==> src/rtl/dispatch_ctrl_if.sv <==
// Decoder/back-end dispatch bundle: slot attributes and free counts in,
// per-slot dispatch grants and the fetch-buffer consume count out.
interface dispatch_ctrl_if #(
    parameter int NUM_SUPER = 2,
    parameter int CNT_W     = 6
);
    logic                 dec_valid;
    logic [NUM_SUPER-1:0] slot_halt;
    logic [NUM_SUPER-1:0] slot_illegal;
    logic [NUM_SUPER-1:0] slot_dest_nz;
    logic [NUM_SUPER-1:0] slot_rd_mem;
    logic [NUM_SUPER-1:0] slot_wr_mem;
    logic [CNT_W-1:0]     rob_free;
    logic [CNT_W-1:0]     rs_free;
    logic [CNT_W-1:0]     fl_free;
    logic [CNT_W-1:0]     sq_free;
    logic [CNT_W-1:0]     lq_free;
    logic [NUM_SUPER-1:0] dispatch_en;
    logic [1:0]           fb_take;

    modport master (
        output dec_valid, slot_halt, slot_illegal, slot_dest_nz, slot_rd_mem, slot_wr_mem,
        output rob_free, rs_free, fl_free, sq_free, lq_free,
        input  dispatch_en, fb_take
    );

    modport slave (
        input  dec_valid, slot_halt, slot_illegal, slot_dest_nz, slot_rd_mem, slot_wr_mem,
        input  rob_free, rs_free, fl_free, sq_free, lq_free,
        output dispatch_en, fb_take
    );
endinterface

==> src/rtl/dispatch_ctrl.sv <==
// In-order dispatch admission against ROB/RS/FL/SQ/LQ free counts, with a
// RUN/HALT_PEND/HALTED drain FSM and a saturating stall-cycle counter.
module dispatch_ctrl #(
    parameter int NUM_SUPER = 2,
    parameter int CNT_W     = 6,
    parameter int STALL_W   = 32
) (
    input  logic               clock,
    input  logic               reset,
    dispatch_ctrl_if.slave     dif,
    input  logic               rollback,
    input  logic               retire_halt,
    output logic               halt_pending,
    output logic               halted,
    output logic               illegal_seen,
    output logic [STALL_W-1:0] stall_cycles
);
    typedef enum logic [1:0] {RUN, HALT_PEND, HALTED} state_t;

    state_t               state;
    logic [NUM_SUPER-1:0] fits;
    logic [NUM_SUPER-1:0] en;
    logic [1:0]           take;
    logic [CNT_W:0]       acc_rob, acc_rs, acc_fl, acc_sq, acc_lq;
    logic                 run;
    logic                 stop_disp;
    logic                 ill_disp;
    logic                 stall_inc;

    function automatic logic [CNT_W:0] zext(input logic b);
        return {{CNT_W{1'b0}}, b};
    endfunction

    assign run = (state == RUN);

    // Cumulative need is one bit wider than the counts so a full structure
    // (all-ones free count) never wraps the comparison.
    always_comb begin
        // NOTE: every comb output gets a default first so no path infers a latch.
        acc_rob = '0;
        acc_rs  = '0;
        acc_fl  = '0;
        acc_sq  = '0;
        acc_lq  = '0;
        fits    = '0;
        for (int i = 0; i < NUM_SUPER; i++) begin
            acc_rob = acc_rob + zext(1'b1);
            acc_rs  = acc_rs  + zext(!(dif.slot_halt[i] || dif.slot_illegal[i]));
            acc_fl  = acc_fl  + zext(dif.slot_dest_nz[i] && !dif.slot_illegal[i]);
            acc_sq  = acc_sq  + zext(dif.slot_wr_mem[i]);
            acc_lq  = acc_lq  + zext(dif.slot_rd_mem[i]);
            fits[i] = (acc_rob <= {1'b0, dif.rob_free}) &&
                      (acc_rs  <= {1'b0, dif.rs_free})  &&
                      (acc_fl  <= {1'b0, dif.fl_free})  &&
                      (acc_sq  <= {1'b0, dif.sq_free})  &&
                      (acc_lq  <= {1'b0, dif.lq_free});
        end
    end

    // Reset gates the grants too, so nothing dispatches while reset is held.
    always_comb begin
        en    = '0;
        take  = '0;
        en[0] = reset && run && dif.dec_valid && !rollback && fits[0];
        for (int i = 1; i < NUM_SUPER; i++) begin
            en[i] = en[i-1] && fits[i] && !dif.slot_halt[i-1] && !dif.slot_illegal[i-1];
        end
        for (int i = 0; i < NUM_SUPER; i++) begin
            take = take + {1'b0, en[i]};
        end
    end

    assign dif.dispatch_en = en;
    assign dif.fb_take     = take;

    assign stop_disp = |(en & (dif.slot_halt | dif.slot_illegal));
    assign ill_disp  = |(en & dif.slot_illegal);
    assign stall_inc = run && dif.dec_valid && !rollback && !en[0];

    always_ff @(posedge clock or negedge reset) begin
        if (!reset) begin
            state        <= RUN;
            halt_pending <= 1'b0;
            halted       <= 1'b0;
            illegal_seen <= 1'b0;
            stall_cycles <= '0;
        end else begin
            // NOTE: state registers use non-blocking assignment so every flop
            // samples pre-edge values regardless of statement order.
            if (ill_disp) illegal_seen <= 1'b1;
            if (stall_inc && !(&stall_cycles)) stall_cycles <= stall_cycles + STALL_W'(1);
            case (state)
                RUN: begin
                    if (stop_disp) begin
                        state        <= HALT_PEND;
                        halt_pending <= 1'b1;
                    end
                end
                HALT_PEND: begin
                    if (retire_halt) begin
                        state        <= HALTED;
                        halt_pending <= 1'b0;
                        halted       <= 1'b1;
                    end else if (rollback) begin
                        state        <= RUN;
                        halt_pending <= 1'b0;
                    end
                end
                HALTED: ;
                default: begin
                    state        <= RUN;
                    halt_pending <= 1'b0;
                    halted       <= 1'b0;
                end
            endcase
        end
    end
endmodule

==> src/flat_wrapper.sv <==
// flat-port wrapper written by rule: the top's interface ports become plain ports
module dispatch_ctrl_flat 
#(
    parameter int NUM_SUPER = 2,
    parameter int CNT_W     = 6,
    parameter int STALL_W   = 32
)
  (clock, reset, rollback, retire_halt, halt_pending, halted, illegal_seen, stall_cycles, dif_dec_valid, dif_slot_halt, dif_slot_illegal, dif_slot_dest_nz, dif_slot_rd_mem, dif_slot_wr_mem, dif_rob_free, dif_rs_free, dif_fl_free, dif_sq_free, dif_lq_free, dif_dispatch_en, dif_fb_take);
  dispatch_ctrl_if #(.NUM_SUPER(NUM_SUPER), .CNT_W(CNT_W)) dif_i ();
  input  logic clock;
  input  logic reset;
  input  logic rollback;
  input  logic retire_halt;
  output logic halt_pending;
  output logic halted;
  output logic illegal_seen;
  output logic [STALL_W-1:0] stall_cycles;
  input wire logic [$bits(dif_i.dec_valid)-1:0] dif_dec_valid;
  input wire logic [$bits(dif_i.slot_halt)-1:0] dif_slot_halt;
  input wire logic [$bits(dif_i.slot_illegal)-1:0] dif_slot_illegal;
  input wire logic [$bits(dif_i.slot_dest_nz)-1:0] dif_slot_dest_nz;
  input wire logic [$bits(dif_i.slot_rd_mem)-1:0] dif_slot_rd_mem;
  input wire logic [$bits(dif_i.slot_wr_mem)-1:0] dif_slot_wr_mem;
  input wire logic [$bits(dif_i.rob_free)-1:0] dif_rob_free;
  input wire logic [$bits(dif_i.rs_free)-1:0] dif_rs_free;
  input wire logic [$bits(dif_i.fl_free)-1:0] dif_fl_free;
  input wire logic [$bits(dif_i.sq_free)-1:0] dif_sq_free;
  input wire logic [$bits(dif_i.lq_free)-1:0] dif_lq_free;
  output wire logic [$bits(dif_i.dispatch_en)-1:0] dif_dispatch_en;
  output wire logic [$bits(dif_i.fb_take)-1:0] dif_fb_take;
  assign dif_i.dec_valid = dif_dec_valid;
  assign dif_i.slot_halt = dif_slot_halt;
  assign dif_i.slot_illegal = dif_slot_illegal;
  assign dif_i.slot_dest_nz = dif_slot_dest_nz;
  assign dif_i.slot_rd_mem = dif_slot_rd_mem;
  assign dif_i.slot_wr_mem = dif_slot_wr_mem;
  assign dif_i.rob_free = dif_rob_free;
  assign dif_i.rs_free = dif_rs_free;
  assign dif_i.fl_free = dif_fl_free;
  assign dif_i.sq_free = dif_sq_free;
  assign dif_i.lq_free = dif_lq_free;
  assign dif_dispatch_en = dif_i.dispatch_en;
  assign dif_fb_take = dif_i.fb_take;
  dispatch_ctrl #(.NUM_SUPER(NUM_SUPER), .CNT_W(CNT_W), .STALL_W(STALL_W)) u_core (.clock(clock), .reset(reset), .dif(dif_i), .rollback(rollback), .retire_halt(retire_halt), .halt_pending(halt_pending), .halted(halted), .illegal_seen(illegal_seen), .stall_cycles(stall_cycles));
endmodule
==> config.mk <==
export PLATFORM = sky130hd
export DESIGN_NAME = dispatch_ctrl_flat
export DESIGN_NICKNAME = d
export VERILOG_FILES = /design/src/rtl/dispatch_ctrl_if.sv /design/src/rtl/dispatch_ctrl.sv /design/src/flat_wrapper.sv
export SDC_FILE = /design/constraint.sdc
export NUM_CORES = 1
export LEC_CHECK = 0
export CORE_AREA = 8 8 78 80
export DETAILED_ROUTE_END_ITERATION = 16
export DIE_AREA = 0 0 86 88
export PLACE_DENSITY = 0.83
export SLEW_MARGIN = 20
export SYNTH_ARGS = -nofsm -noshare
export SYNTH_HDL_FRONTEND = slang
export SYNTH_SLANG_ARGS = --single-unit
==> constraint.sdc <==
create_clock -name clock -period 5.4 [get_ports clock]
set_input_delay 1.08 -clock clock [delete_from_list [all_inputs] [get_ports clock]]
set_output_delay 1.08 -clock clock [all_outputs]
set_load 0.01 [all_outputs]
==> metrics.md <==
| Metric | Value |
|---|---|
| Status | finished clean |
| Clock insertion delay at the later pin of the skew report | 290 ps |
| Post-DP Area | 3132 um2 |
| Period utilization | 0.9489 |
| Avg Vias per Cell | 5.323 |
| Final Critical Period | 5124 ps |
| Vias | 2,012 |
| Core box area | 4912 um2 |
| Pre-CTS setup slack | 256.1 ps |
| FF/Latch Area | 900.9 um2 |
| Routed Antenna Nets | 0 |
| Drt total wl | 5819 um |
| Top layer in use | met4 |
| Initial core utilization | 0.4524 |
| Fin cells | 378 |
| Post-CTS Setup Repair Bufs | 0 |
| IO buf count | 83 |
| Io pins | 84 |
| Number of max-cap violations | 0 |
| Initial antenna violation count | 0 |
| Worst hold path type | flip-flop to flip-flop |
| Synth unique cells | 41 |
| Yosys top cell area share | 0.4054 |
| Post-layout instance area | 3222 um2 |
| Routability congestion estimate | 0.7941 |
| Max-Slew Margin vs Limit | 0.3224 |
| Met3 wire len | 537 um |
| Yosys reg bits | 36 |
| DP HPWL | 4712 um |
| N_diodes | 0 |
| Final core occ | 0.6559 |
| Post-Syn Area per Cell | 10.10 um2 |
| Post-Syn Area | 2222 um2 |
| Hold_buf cts | 0 |
| Clk slew on worst S/H paths | 60 ps |
| Final setup vio count | 0 |
| P&R area growth vs syn | 44.99% |
| CTS tree | built |
| Synth top area cells | dfrtp_1 (41%), xnor2_1 (11%), ha_1 (10%) |
| Register area share after synthesis | 0.4054 |
| Row count | 26 |
| Area leader, netlist | dfrtp_1 |
| WP data required | 4320 ps |
| Tot GR Track Use | 0.1570 |
| Arrival @ worst endpoint | 4040 ps |
| Skew final | 4.668 ps |
| CTS resizes | 0 |
| First-pass GRT wire length | 9542 um |
| Worst Tran Pin Value | 1011 ps |
| Clk buf depth | 2 |
| Crit end category | primary output |
| Remaining Overflow, GRT | 0 |
| Critical path class | primary input to primary output |
| Met2 Wirelength | 2852 um |
| DRT iter0 DRCs | 123 |
| Commonest non-fill, non-tap cells in the layout | clkdlybuf4s50_1 (82), dfrtp_1 (36), xnor2_1 (27) |
| Crit Path Max Fanout | 9 |
| Hold slack | 489.3 ps |
| Largest net degree at the start of global routing | 37 |
| Max Slew Vio Count | 0 |
| H-Tree Depth | 2 |
| Unrepaired setup endpoints after global routing | no |
| Residual DRC count | 0 |
| VDD IR-drop max | 0.1109 mV |
| LEAKAGE | 1.353 nW |
| Yosys warning total | 0 |
| Vias in the first global route | 2,106 |
| Area of the multi-input gates | 1231 um2 |
| Die Y | 88 um |
| Avg WL per Cell | 15.39 um |
| Mapped Nets | 283 |
| Gate Count Post-Synth | 220 |
| Startpoint types | primary input |
| Final-report hold violation count | 0 |
| Clock Tree Root | clkbuf_8 |
| Die area | 7568 um2 |
| Final-stage net count | 370 |
| Power Total | 0.7070 mW |
| M1 WL | 2358 um |
| PD cells | 219.4 nW/um2 |
| Clock Sinks | 36 |
| Commonest non-fill, non-tap cell in the layout | clkdlybuf4s50_1 |
| Cts bufs inserted | 5 |
| Worst setup margin | 275.7 ps |
| Layout cells sized above 1 | 0.07468 |
| Max Fclk | 0.1952 GHz |
| Die Width | 86 um |
| Placed Instances | 370 |
| Total Neg Setup Slack | 0 ps |
| Fillers | 410 |
| First-pass DRT Iterations | 4 |
==> sequential cells by signal, indices dropped and copies added, names as in the netlist <==
signal	cells
u_core.halt_pending	1
u_core.illegal_seen	1
u_core.state	1
u_core.halted	1
u_core.stall_cycles	32
==> layer usage <==
metal | vias up | global-route usage
met3 | 8 | 0.06379
met5 | - | 0
met2 | 82 | 0.2799
met1 | 963 | 0.1670
met4 | 0 | 0.04299
li1 | 959 | -
==> worst max-delay path: stages <==
cell	delay (ps)
clkdlybuf4s50_1	430
or2_2	340
ha_1	280
nor3_1	50
a211oi_2	200
nor4b_4	490
nor4b_4	380
ha_1	290
clkdlybuf4s50_1	480
==> where the power goes <==
group | internal, mW | switching [mW]
sequential | 0.296 | 0.0315
combinational | 0.106 | 0.0778
clock | 0.104 | 0.0908
==> worst paths after layout <==
path                                                      from  cells after the start                             endpoint  slack (ps)
min in group asynchronous                                reset                      2  u_core.stall_cycles[17]$_DFFE_PN0P_         880
max in group asynchronous                                reset                      2   u_core.stall_cycles[3]$_DFFE_PN0P_        4200
max reg2reg                    u_core.halt_pending$_DFFE_PN0P_                      4  u_core.stall_cycles[21]$_DFFE_PN0P_        2970
min                        u_core.stall_cycles[15]$_DFFE_PN0P_                      1  u_core.stall_cycles[15]$_DFFE_PN0P_         490
min reg2reg                u_core.stall_cycles[15]$_DFFE_PN0P_                      1  u_core.stall_cycles[15]$_DFFE_PN0P_         490
max                                        dif_slot_illegal[0]                      9                       dif_fb_take[0]         280
==> logic make-up after synthesis <==
kind of cell / count (synthesis) / share of synthesized area
fa+ha+maj: 18 / 0.1014
flops: 36 / 0.4054
compound gates: 17 / 0.05011
simple gates: 97 / 0.2849
xor+xnor: 29 / 0.1177
buf+inv: 23 / 0.04054
==> synthesized netlist by cell type, drive strengths merged <==
cell type	n
a211oi	2
a21oi	6
a221o	1
and2	3
and3	8
and4	5
buf	3
clkbuf	3
dfrtp	36
ha	18
inv	17
nand2	16
nand2b	2
nand3	17
nand4	13
nand4b	1
nor2	4
nor2b	4
nor3	5
nor3b	1
nor4	5
nor4b	3
o211ai	1
o21ai	5
o22ai	2
or2	1
or3	5
or4	3
or4b	1
xnor2	28
xor2	1
==> layout make-up <==
| cell class | count | share of cell area |
|---|---|---|
| Multi-Input combinational cell | 161 | 0.3821 |
| Sequential cell | 36 | 0.2796 |
| Timing Repair Buffer | 86 | 0.2633 |
| Clock buffer | 8 | 0.02796 |
| Tap cell | 70 | 0.02718 |
| Inverter | 17 | 0.01981 |
No activity file was read; power rests on OpenSTA's default activity.
